[src/rtl/pipe_stall_ctrl.sv]
// Stall/flush sequencer for the 5-stage MIPS pipeline. It merges D-stage data
// hazards, mult/div occupancy and exception/ERET redirection into pipeline controls.
module pipe_stall_ctrl #(
  parameter int          MULT_CYCLES = 5,
  parameter int          DIV_CYCLES  = 10,
  parameter logic [31:0] EXC_VECTOR  = 32'h0000_4180
) (
  input  logic        clk,
  input  logic        reset,
  input  logic [4:0]  d_rs,
  input  logic [4:0]  d_rt,
  input  logic [1:0]  d_rs_tuse,
  input  logic [1:0]  d_rt_tuse,
  input  logic [4:0]  e_dst,
  input  logic [4:0]  m_dst,
  input  logic [1:0]  e_tnew,
  input  logic [1:0]  m_tnew,
  input  logic        d_is_md,
  input  logic        e_md_start,
  input  logic        e_md_is_div,
  input  logic        m_exc_req,
  input  logic        m_bd,
  input  logic [31:0] m_pc,
  input  logic        m_eret,
  input  logic [31:0] epc_in,
  output logic        stall_fd,
  output logic        flush_e,
  output logic        flush_all,
  output logic        pc_redirect,
  output logic [31:0] redirect_pc,
  output logic        epc_we,
  output logic [31:0] epc_out,
  output logic        md_busy
);

  localparam int MD_MAX = (DIV_CYCLES > MULT_CYCLES) ? DIV_CYCLES : MULT_CYCLES;
  localparam int CNT_W  = $clog2(MD_MAX + 1);

  typedef enum logic [1:0] {
    IDLE    = 2'd0,
    MD_BUSY = 2'd1,
    REDIR   = 2'd2
  } state_e;

  state_e           state_q;
  logic [CNT_W-1:0] md_cnt_q;
  logic [CNT_W-1:0] md_cnt_d;
  logic             rst_dly_q;

  logic redir_req;
  logic md_start;
  logic hz;
  logic md_hz;
  logic active;

  function automatic logic src_hz(input logic [4:0] src, input logic [1:0] tuse,
                                  input logic [4:0] dst, input logic [1:0] tnew);
    return (src != 5'd0) && (src == dst) && (tuse < tnew);
  endfunction

  assign redir_req = m_exc_req | m_eret;
  // A mult/div in E is younger than the faulting M instruction, so it must not start.
  assign md_start  = e_md_start & ~redir_req;

  assign hz = src_hz(d_rs, d_rs_tuse, e_dst, e_tnew) | src_hz(d_rs, d_rs_tuse, m_dst, m_tnew)
            | src_hz(d_rt, d_rt_tuse, e_dst, e_tnew) | src_hz(d_rt, d_rt_tuse, m_dst, m_tnew);

  assign md_hz  = d_is_md & ((md_cnt_q != '0) | e_md_start);
  assign active = ~reset & ~rst_dly_q;

  always_comb begin
    // NOTE: default first so every path assigns md_cnt_d and no latch is inferred.
    md_cnt_d = md_cnt_q;
    if (md_start) begin
      md_cnt_d = e_md_is_div ? CNT_W'(DIV_CYCLES) : CNT_W'(MULT_CYCLES);
    end else if (md_cnt_q != '0) begin
      md_cnt_d = md_cnt_q - 1'b1;
    end
  end

  // NOTE: sequential state uses non-blocking assignments so all registers update together.
  always_ff @(posedge clk) begin
    if (reset) begin
      state_q   <= IDLE;
      md_cnt_q  <= '0;
      rst_dly_q <= 1'b1;
    end else begin
      rst_dly_q <= 1'b0;
      md_cnt_q  <= md_cnt_d;
      if (redir_req) begin
        state_q <= REDIR;
      end else begin
        unique case (state_q)
          IDLE:    state_q <= md_start ? MD_BUSY : IDLE;
          MD_BUSY: state_q <= (md_cnt_d == '0) ? IDLE : MD_BUSY;
          REDIR:   state_q <= (md_cnt_d != '0) ? MD_BUSY : IDLE;
          default: state_q <= IDLE;
        endcase
      end
    end
  end

  // Outputs are held low during reset and for one cycle after it.
  always_comb begin
    stall_fd    = 1'b0;
    flush_e     = 1'b0;
    flush_all   = 1'b0;
    pc_redirect = 1'b0;
    redirect_pc = 32'd0;
    epc_we      = 1'b0;
    epc_out     = 32'd0;
    md_busy     = active & (md_cnt_q != '0);
    if (active) begin
      if (m_exc_req) begin
        flush_all   = 1'b1;
        pc_redirect = 1'b1;
        redirect_pc = EXC_VECTOR;
        epc_we      = 1'b1;
        epc_out     = m_bd ? (m_pc - 32'd4) : m_pc;
      end else if (m_eret) begin
        flush_all   = 1'b1;
        pc_redirect = 1'b1;
        redirect_pc = epc_in;
      end else if (state_q != REDIR) begin
        stall_fd = hz | md_hz;
        flush_e  = hz | md_hz;
      end
    end
  end

endmodule
[config.mk]
export PLATFORM = sky130hd
export DESIGN_NAME = pipe_stall_ctrl
export DESIGN_NICKNAME = d
export VERILOG_FILES = /design/src/rtl/pipe_stall_ctrl.sv
export SDC_FILE = /design/constraint.sdc
export NUM_CORES = 1
export LEC_CHECK = 0
export CORE_MARGIN = 2
export CORE_UTILIZATION = 31
export DETAILED_ROUTE_END_ITERATION = 8
export PLACE_DENSITY = 0.83
export RECOVER_POWER = 50
export SETUP_SLACK_MARGIN = 0.15
export SLEW_MARGIN = 20
export SYNTH_ARGS = -nofsm -noshare
export SYNTH_HDL_FRONTEND = slang
export SYNTH_SLANG_ARGS = --single-unit
[constraint.sdc]
create_clock -name clk -period 4.54 [get_ports clk]
set_input_delay 1.362 -clock clk [delete_from_list [all_inputs] [get_ports clk]]
set_output_delay 1.362 -clock clk [all_outputs]
set_load 0.02 [all_outputs]
---- Yosys cells after proc, flatten, opt, wreduce, memory -nomap -nowiden ----
Index checks and enable logic that the tools add are counted.
W data, S select, Z words.
storage, ports and cells
  flip-flop bits (word level) ............. 7
  input bits .............................. 100
operators by class
  $add $sub $neg .......................... 2
  magnitude comparators ................... 4
  eq/ne operators ......................... 7
  mux-type cells .......................... 24
  bitwise logic cells ..................... 13
  reduce and logical (&&, ||, !) cells .... 15
operators with widths
  operator                 number
  $mux W32                 6
  $sub A32 B3 Y32 const B  1
  $eq A5 B5 Y1             4
  $mux W1                  13
  $mux W4                  3
  $reduce_bool A5 Y1       2
  $logic_and A1 B1 Y1      8
  $lt A2 B2 Y1             4
  $reduce_bool A4 Y1       2
  $or A1 B1 Y1             6
  $and A1 B1 Y1            4
  $logic_not A4 Y1         1
  $sub A4 B1 Y4 const B    1
  $not A1 Y1               3
  $pmux W1 S3              1
  $eq A2 B1 Y1 const B     1
  $eq A2 B2 Y1 const B     1
  $logic_not A2 Y1         1
  $mux W2                  1
  $ne A2 B2 Y1 const B     1
  $reduce_or A2 Y1         1

---- Depth between registers and ports, before layout ----
Gate-level depths: netlist (run 1).
  depth in word-level cells ............... 11
  mapped depth ............................ 8
  depth with buffers taken out ............ 7

---- Least setup slack after synthesis (run 1) ----
No wires, ideal clock.
  kind .................................... input to output
  from .................................... input port m_pc[10]
  to ...................................... output port epc_out[19]
  data arrival time ....................... 3.093 ns
  required time ........................... 3.178 ns
  path slack .............................. 0.085 ns
  cell stages on the path ................. 6
  buffers on the path ..................... 2
  cells stage by stage .................... or3_1 buf_2 or4_4 buf_6 or3_1 a21oi_1
on the way
  word-level cells in the longest chain between the ends .. 4
ends and longest elaborated chain
  item                line  source
  start: declaration  23    input logic [31:0] m_pc,
  $sub A32 B3 Y32     119   epc_out = m_bd ? (m_pc - 32'd4) : m_pc;
  $mux W32            119
  $mux W32            114   if (m_exc_req) begin
  $mux W32            113   if (active) begin
  end: declaration    32    output logic [31:0] epc_out,
No other way between the ends.

---- Worst setup path in the final report (run 1) ----
  from .................................... input port m_pc[10]
  to ...................................... output port epc_out[31]
The elaborated chain is that of the path after synthesis.

==> reports/qor.txt, run 1 <==
status: finished clean
first-pass GRT wire length: 14.6 mm
post-synthesis mux area share: 0
period utilization: 0.983
clock-pin slew on the worst setup and hold paths: 0.04 ns
Initial Util: 0.322
count of cells along the worst hold path: 3
num rows: 27
Rel. slew slack: 0.792
Static Leak: 2.29 nW
hold endpoint: state_q[0]
GP Congestion: 0.861
initial antenna violation count: 0
core area: 5510 um2
Skew-Pair Late Insertion Delay: 0.23 ns
synthesized area: 1770 um2
# diodes: 0
gr usage total: 0.293
Post-synth EDFFs: 0
Worst Tran Pin Value: 0.311 ns
unrepaired setup endpoints after global routing: true
clk buf depth: 2
Synth Area in Adders: 0.0423
max cap viols: 0
DRT iter0 DRCs: 97
clk sinks: 7
PortBufs: 169
pwr/cell area: 139 nW/um2
Yosys top cell by area: xnor2_1
worst clock skew: 0.000643 ns
vias per inst: 5.17
largest family of logic cells by synthesized area: simple AND/OR/NAND/NOR gates
multi-input logic area: 1870 um2
clk root buf: clkbuf_8
Critical R2R Launch: md_cnt_q[0]
Routed Antenna Nets: 0
Die Footprint: 6340 um2
fillers: 351
largest net degree at the start of global routing: 21
Initial DRT Pass Iterations: 4
R2R Path End: md_cnt_q[1]
ys flop type: dfxtp_1
area share of and/or/nand/nor cells after synthesis: 0.496
critical path data arrival time: 3.10 ns
CTS tree: built
min-delay src: state_q[0]
remaining global-route overflow: 0
sequential share of the synthesized area: 0.0790
wire per inst: 18.3 um
# DRC: 0
Fin Hold WS: 0.573 ns
compound-gate portion of the synthesized area: 0.0663
Nets: 614
Synthesized Nets: 369
count leader, synth: nor2_1
post-route cell area: 4430 um2
fraction of layout cells with a size suffix above 1: 0.359
kind of critical path: in -> out
fmax: 224 MHz
DP HPWL: 7.08 mm
Finish-stage setup viols: 0
CP Capture Type: output pin
fin. max-slew vios: 0
flops & latches, synth: 7
Area growth, synth to finish: 150%
synth warn: 0
r2r setup slk: 2.80 ns
post-synthesis xor/xnor area fraction: 0.252
Setup crit start: m_pc[10]
routed wire length: 10.6 mm
IO Pins: 170
ranking of synthesized cells by area: xnor2_1, nor2_1, and2_1, xor2_1, dfxtp_1
Post-Synthesis Cells: 263
ys async rst share: 0
crit-path max FO: 7
R2R cell count: 7
post-layout min period: 4.46 ns
Die Wd: 79.7 um
most frequent cells after synthesis: nor2_1, and2_1, xnor2_1
Via Count: 2992
CP required: 3.18 ns
Worst Hold Class: reg -> reg
top cell type's share of synthesized area: 0.148
H-tree lvl count: 1
TritonCTS Buffers: 3
Post-DP Area: 4020 um2
IR drop worst, VDD: 0.139 mV
Sequential cell area: 140 um2
syn_area_per_cell: 6.75 um2
vias in the first global route: 3108
DIE HEIGHT: 79.7 um
synth unique cells: 36
Final Hold Viols: 0
Critical Path Start Type: input pin
[worst max path at each step]
stage                       end  slack [ns]  cells past startpoint
floorplan           epc_out[19]        0.18                      6
global placement    epc_out[19]       -0.69                      6
detailed placement  epc_out[19]       -0.70                      6
CTS                 epc_out[31]        0.04                      7
global route        epc_out[31]       0.009                      8
finish              epc_out[31]        0.08                      8
[per-stage QoR]
step / setup WS, ns / cells / total power [mW] / TNS, ns / util
after floorplan: 0.180 / 263 / 0.291 / 0 / -
after CTS: 0.0374 / 572 / 0.595 / 0 / 0.776
final: 0.0761 / 579 / 0.613 / 0 / 0.804
after global routing: 0.00860 / 579 / 0.650 / 0 / 0.804
after detailed placement: -0.702 / 559 / 0.501 / -18.39 / 0.730
after global placement: -0.686 / 559 / 0.486 / -17.01 / 0.730
[critical path, cell delays in order]
cell and delay, ns:
buf_6 0.09, or3_4 0.39, or4_4 0.47, buf_12 0.18
nor4_4 0.24, xnor2_1 0.16, nor2_1 0.05, buf_4 0.16
[repair_timing]
action                     CTS  global route
resized for setup          254            75
pin swaps                   39            38
cloned                       1             0
setup endpoints to repair   67            28
buffers inserted             8             7
hold buffers                 0             0
[report_power, final]
group / leakage, nW / total, mW / switching (mW) / internal [mW]
clock: 0.0228 / 0.0876 / 0.0269 / 0.0607
combinational: 2.21 / 0.426 / 0.202 / 0.224
sequential: 0.0582 / 0.0999 / 0.0188 / 0.0811
[layer usage]
| layer | vias to the layer above | wire, um | GRT usage |
|---|---|---|---|
| li1 | 1378 | - | - |
| met4 | 0 | 350 | 0.134 |
| met2 | 176 | 5550 | 0.575 |
| met5 | - | 0 | 0 |
| met3 | 39 | 906 | 0.0656 |
| met1 | 1399 | 3790 | 0.287 |
[kinds of logic after synthesis]
family	after synthesis
simple gates	152
xor+xnor	51
buf+inv	26
compound gates	21
flops	7
fa+ha+maj	6
[flip-flops by register name (all words and copies together), names as in the netlist]
| register | cells |
|---|---|
| rst_dly_q | 1 |
| state_q | 2 |
| md_cnt_q | 4 |
[cell usage in the layout (no fill, tap or decap), types with 5 or more instances in the layout]
cell	synthesis	final
dlygate4sd2_1	0	46
xor2_1	21	20
nor4_4	1	11
clkbuf_2	0	10
buf_2	2	9
nand2_1	9	9
buf_6	1	16
clkdlybuf4s50_1	0	55
nand3_1	8	8
a21oi_1	7	6
o21ai_0	8	7
nor2_1	52	45
dlymetal6s2s_1	0	20
inv_1	10	7
clkbuf_1	11	8
or3_4	0	5
and2_1	31	29
buf_4	2	86
xnor2_1	30	29
dfxtp_1	7	7
[layout make-up]
| class | count | area share |
|---|---|---|
| Clock buffer | 4 | 0.0102 |
| Inverter | 10 | 0.00848 |
| Multi-Input combinational cell | 230 | 0.422 |
| Sequential cell | 7 | 0.0316 |
| Tap cell | 72 | 0.0203 |
| Timing Repair Buffer | 256 | 0.507 |
(Power assumes the default switching activity.)
==> run 2: changes to the inputs <==
RECOVER_POWER = 100   (was 50)
==> run 2 against run 1 <==
Compared with the run above:
- global-route usage stayed put
- maximum frequency is 1.2% lower
- sequential share of layout area is 0.060 points higher
- critical path type unchanged
==> reports/qor.txt, run 2 (synthesis results as in run 1) <==
fin. max-slew vios: 0
H-tree lvl count: 1
min-delay src: state_q[0]
switching share of power: 0.404
Setup crit start: m_pc[19]
Reg with most FFs: md_cnt_q
vias per inst: 5.16
Sequential cell area: 140 um2
Initial DRT Pass Iterations: 5
Static Leak: 2.19 nW
combinational share of power: 0.693
clk root buf: clkbuf_8
kind of critical path: in -> out
Worst Tran Pin Value: 0.340 ns
routed wire length: 10.6 mm
IR drop worst, VDD: 0.140 mV
Finished Core Util: 0.789
IO Pins: 170
CP required: 3.18 ns
CP bufs+invs: 3
Routed Antenna Nets: 0
max reg flops: 4
clk sinks: 7
CP Cell Sequence: buf_6, or3_4, or3_4, clkbuf_2, nor4_2, xnor2_1, nor2_1, buf_4
Finish-stage setup viols: 0
Die Footprint: 6340 um2
post-layout min period: 4.52 ns
critical path data arrival time: 3.16 ns
CP max stage cell: or3_4
NetSw: 0.247 mW
worst clock skew: 0.000710 ns
Nets: 614
Final Hold Viols: 0
CP Capture Type: output pin
unrepaired setup endpoints after global routing: true
r2r setup slk: 2.80 ns
period utilization: 0.995
fraction of layout cells with a size suffix above 1: 0.345
R2R Path End: md_cnt_q[1]
DRT iter0 DRCs: 135
PortBufs: 169
fmax: 221 MHz
CTS tree: built
vias in the first global route: 3108
Initial Util: 0.322
remaining global-route overflow: 0
Area growth, synth to finish: 145%
post-route cell area: 4350 um2
biggest regs: md_cnt_q: 4 flops, state_q: 2 flops, rst_dly_q: 1 flops
num rows: 27
family with the most delay on the worst path: simple AND/OR/NAND/NOR gates
max cap viols: 0
# DRC: 0
clk buf depth: 2
Post-Place Worst Slack: -0.702 ns
CP peak stage delay: 0.38 ns
multi-input logic area: 1810 um2
Critical R2R Launch: md_cnt_q[0]
fillers: 376
DP HPWL: 7.08 mm
count of cells along the worst hold path: 3
clock-pin slew on the worst setup and hold paths: 0.04 ns
GP Congestion: 0.861
sequential share of power: 0.164
Fin Hold WS: 0.574 ns
most frequent cells in the layout: buf_4, clkdlybuf4s50_1, dlygate4sd2_1
commonest non-fill, non-tap cell in the layout: buf_4
Skew-Pair Late Insertion Delay: 0.23 ns
largest net degree at the start of global routing: 21
Critical Path Start Type: input pin
# diodes: 0
clock share of power: 0.143
crit-path max FO: 3
Worst Hold Class: reg -> reg
Rel. slew slack: 0.771
R2R cell count: 7
gr usage total: 0.293
core area: 5510 um2
P_int: 0.364 mW
Via Count: 2988
status: finished clean
CTS Hold Bufs: 0
pwr/cell area: 141 nW/um2
Post-DP Area: 4020 um2
Die Wd: 79.7 um
first-pass GRT wire length: 14.6 mm
initial antenna violation count: 0
hold endpoint: state_q[0]
DIE HEIGHT: 79.7 um
TritonCTS Buffers: 3
post-route worst setup slack: 0.0221 ns
wire per inst: 18.3 um
Most common cell on crit path: or3_4
==> run 2: changes by cell type in the layout (fill, tap and decap cells not counted), sizes merged <==
cell,delta
buf,-6
clkbuf,+6
==> run 2: tightest hold or removal path: cells and delay by family, from the launching register on <==
| kind | cells | cell delay (ns) |
|---|---|---|
| compound gates | 2 | 0.12 |
| flops | 1 | 0.33 |
| simple gates | 1 | 0.08 |
==> run 2: how the worst max path moves through the flow <==
| stage | endpoint | cells after the start |
|---|---|---|
| 2_1_floorplan | epc_out[19] | 6 |
| 3_3_place_gp | epc_out[19] | 6 |
| 3_5_place_dp | epc_out[19] | 6 |
| 4_1_cts | epc_out[31] | 7 |
| 5_1_grt | epc_out[13] | 10 |
| 6_report | epc_out[29] | 8 |
==> run 2: power by group through the flow <==
stage	clock, mW	combinational, mW	sequential (mW)
3_5_place_dp	0	0.401	0.100
4_1_cts	0.0887	0.408	0.0990
6_report	0.0875	0.424	0.0999
5_1_grt	0.0912	0.454	0.102
2_1_floorplan	0	0.195	0.0955
3_3_place_gp	0	0.388	0.0981
==> run 2: per-layer routing <==
layer	up-vias	GRT usage	wire length, um
met1	1408	0.287	3760
met4	0	0.134	327
met3	34	0.0656	917
met5	-	0	0
met2	168	0.575	5580
li1	1378	-	-
==> run 2: stage by stage <==
step	power, mW	instances	setup TNS [ns]
floorplan	0.291	263	0
CTS	0.595	572	0
global placement	0.486	559	-17.01
finish	0.611	579	0
global route	0.648	579	-0.0104
detailed placement	0.501	559	-18.39
==> run 2: final cells by class <==
| class | instances | area share |
|---|---|---|
| Timing Repair Buffer | 256 | 0.511 |
| Multi-Input combinational cell | 230 | 0.417 |
| Sequential cell | 7 | 0.0322 |
| Tap cell | 72 | 0.0207 |
| Clock buffer | 4 | 0.0104 |
| Inverter | 10 | 0.00864 |
==> run 2: timing repair <==
item,CTS,global route
buffers inserted,8,7
cloned,1,0
setup endpoints to repair,67,28
pin swaps,39,38
resized for setup,254,75
==> run 3: changes to the inputs <==
CORE_MARGIN = not set   (was 2)
==> run 3 against run 2 <==
Compared with the run above:
- largest cell class unchanged
- register-to-register slack is essentially flat
- core utilization down 0.57 points
- the run now ends with setup timing left
- critical path depth did not move
- sequential power decreased by 0.6%
- largest power group unchanged
- final cell count down 1.4%
- critical path type unchanged
- flip-flop and latch count is the same
==> reports/qor.txt, run 3 (synthesis results as in run 1) <==
status: finished, violations left
failing checks: setup timing
family with the most delay on the worst path: simple AND/OR/NAND/NOR gates
DIE HEIGHT: 77.7 um
post-route worst setup slack: -0.0101 ns
Area growth, synth to finish: 143%
vias in the first global route: 2929
wire per inst: 17.0 um
commonest non-fill, non-tap cell in the layout: buf_4
IR drop worst, VDD: 0.108 mV
fin. max-slew vios: 0
setup TNS: -0.0101 ns
Final Hold Viols: 0
first-pass GRT wire length: 14.0 mm
crit-path max FO: 3
# diodes: 0
max cap viols: 0
stages on the worst setup path: 8
largest net degree at the start of global routing: 30
fillers: 371
remaining global-route overflow: 0
initial antenna violation count: 0
Pwr Total: 0.589 mW
PortBufs: 169
pwr/cell area: 137 nW/um2
Worst Tran Pin Value: 0.445 ns
Static Leak: 2.14 nW
clock-pin slew on the worst setup and hold paths: 0.04 ns
TritonCTS Buffers: 3
CTS tree: built
CTS Hold Bufs: 0
CP Capture Type: output pin
core area: 5510 um2
Rel. slew slack: 0.701
post-layout min period: 4.55 ns
Finished Core Util: 0.783
most frequent cells in the layout: buf_4, dlygate4sd2_1, clkdlybuf4s50_1
# DRC: 0
gr usage total: 0.287
CP Cell Sequence: buf_6, or4_4, buf_6, or3_4, nor4_4, xnor2_1, nor2_2, buf_6
Routed Antenna Nets: 0
max reg flops: 4
clk sinks: 7
multi-input logic area: 1840 um2
count of cells along the worst hold path: 3
Initial Util: 0.322
Most common cell on crit path: buf_6
Post-Place Worst Slack: -0.703 ns
Reg with most FFs: md_cnt_q
Skew-Pair Late Insertion Delay: 0.23 ns
fmax: 220 MHz
routed wire length: 9.72 mm
CP max stage cell: or4_4
biggest regs: md_cnt_q: 4 flops, state_q: 2 flops, rst_dly_q: 1 flops
unrepaired setup endpoints after global routing: true
num rows: 27
critical path data arrival time: 3.19 ns
Initial DRT Pass Iterations: 4
Nets: 606
DRT iter0 DRCs: 111
worst clock skew: 0.000435 ns
H-tree lvl count: 1
DP HPWL: 6.46 mm
Critical Path Start Type: input pin
period utilization: 1.00
Die Footprint: 6030 um2
Finish-stage setup viols: 1
Worst Hold Class: reg -> reg
vias per inst: 5.06
IO Pins: 170
R2R cell count: 7
clk root buf: clkbuf_8
CP required: 3.18 ns
fraction of layout cells with a size suffix above 1: 0.341
kind of critical path: in -> out
CP peak stage delay: 0.55 ns
Via Count: 2888
Die Wd: 77.7 um
Sequential cell area: 140 um2
clk buf depth: 2
GP Congestion: 0.861
CP bufs+invs: 3
==> run 3: cell count changes in the layout (fill, tap and decap cells not counted), sizes merged <==
cell	change
buf	-6
clkbuf	-4
clkdlybuf4s15	+4
clkdlybuf4s50	-2
dlygate4sd2	+13
dlygate4sd3	+1
dlymetal6s2s	-14
==> run 3: power by group <==
part / internal, mW / switching, mW / leakage [nW]
clock network: 0.0607 / 0.0272 / 0.0228
registers: 0.0811 / 0.0182 / 0.0582
logic: 0.210 / 0.193 / 2.06
total: 0.352 / 0.238 / 2.14
==> run 3: area by class of cell <==
type,instances,area share
clock buffer,4,0.0104
inverter,10,0.00870
multi-input combinational,230,0.427
sequential,7,0.0325
tap,72,0.0209
timing repair buffer,248,0.500
==> run 3: per-stage QoR <==
step | hold WS [ns] | cell area [um2] | std cells
after floorplan | 0.519 | 1780 | 263
after global placement | 0.543 | 3960 | 549
after detailed placement | 0.546 | 3960 | 549
after CTS | 0.549 | 4210 | 562
after global routing | 0.601 | 4310 | 571
final | 0.549 | 4310 | 571
==> run 3: timing repair <==
item | in CTS | in global routing
setup buffers | 9 | 8
cloned | 0 | 1
gates resized for setup | 274 | 58
setup endpoints to repair | 67 | 46
pin swaps | 38 | 33
==> run 3: path summary, 6_finish.rpt <==
check / end / slack (ns) / start
max: epc_out[30] / -0.01 / m_pc[24]
min: state_q[0] / 0.55 / state_q[0]
max reg2reg: md_cnt_q[1] / 2.81 / md_cnt_q[0]
min reg2reg: state_q[0] / 0.55 / state_q[0]
==> run 3: metal layers <==
metal | wire [um] | GRT usage | vias to the layer above
met4 | 192 | 0.117 | 0
met5 | 0 | 0 | -
li1 | - | - | 1358
met3 | 690 | 0.0553 | 21
met1 | 3800 | 0.312 | 1358
met2 | 5030 | 0.539 | 151
==> run 3: worst min-delay path, cell delays in order (launching register included) <==
cell and delay [ns]:
dfxtp_1 0.32, a21oi_1 0.07, nand3_1 0.07, a31oi_1 0.04
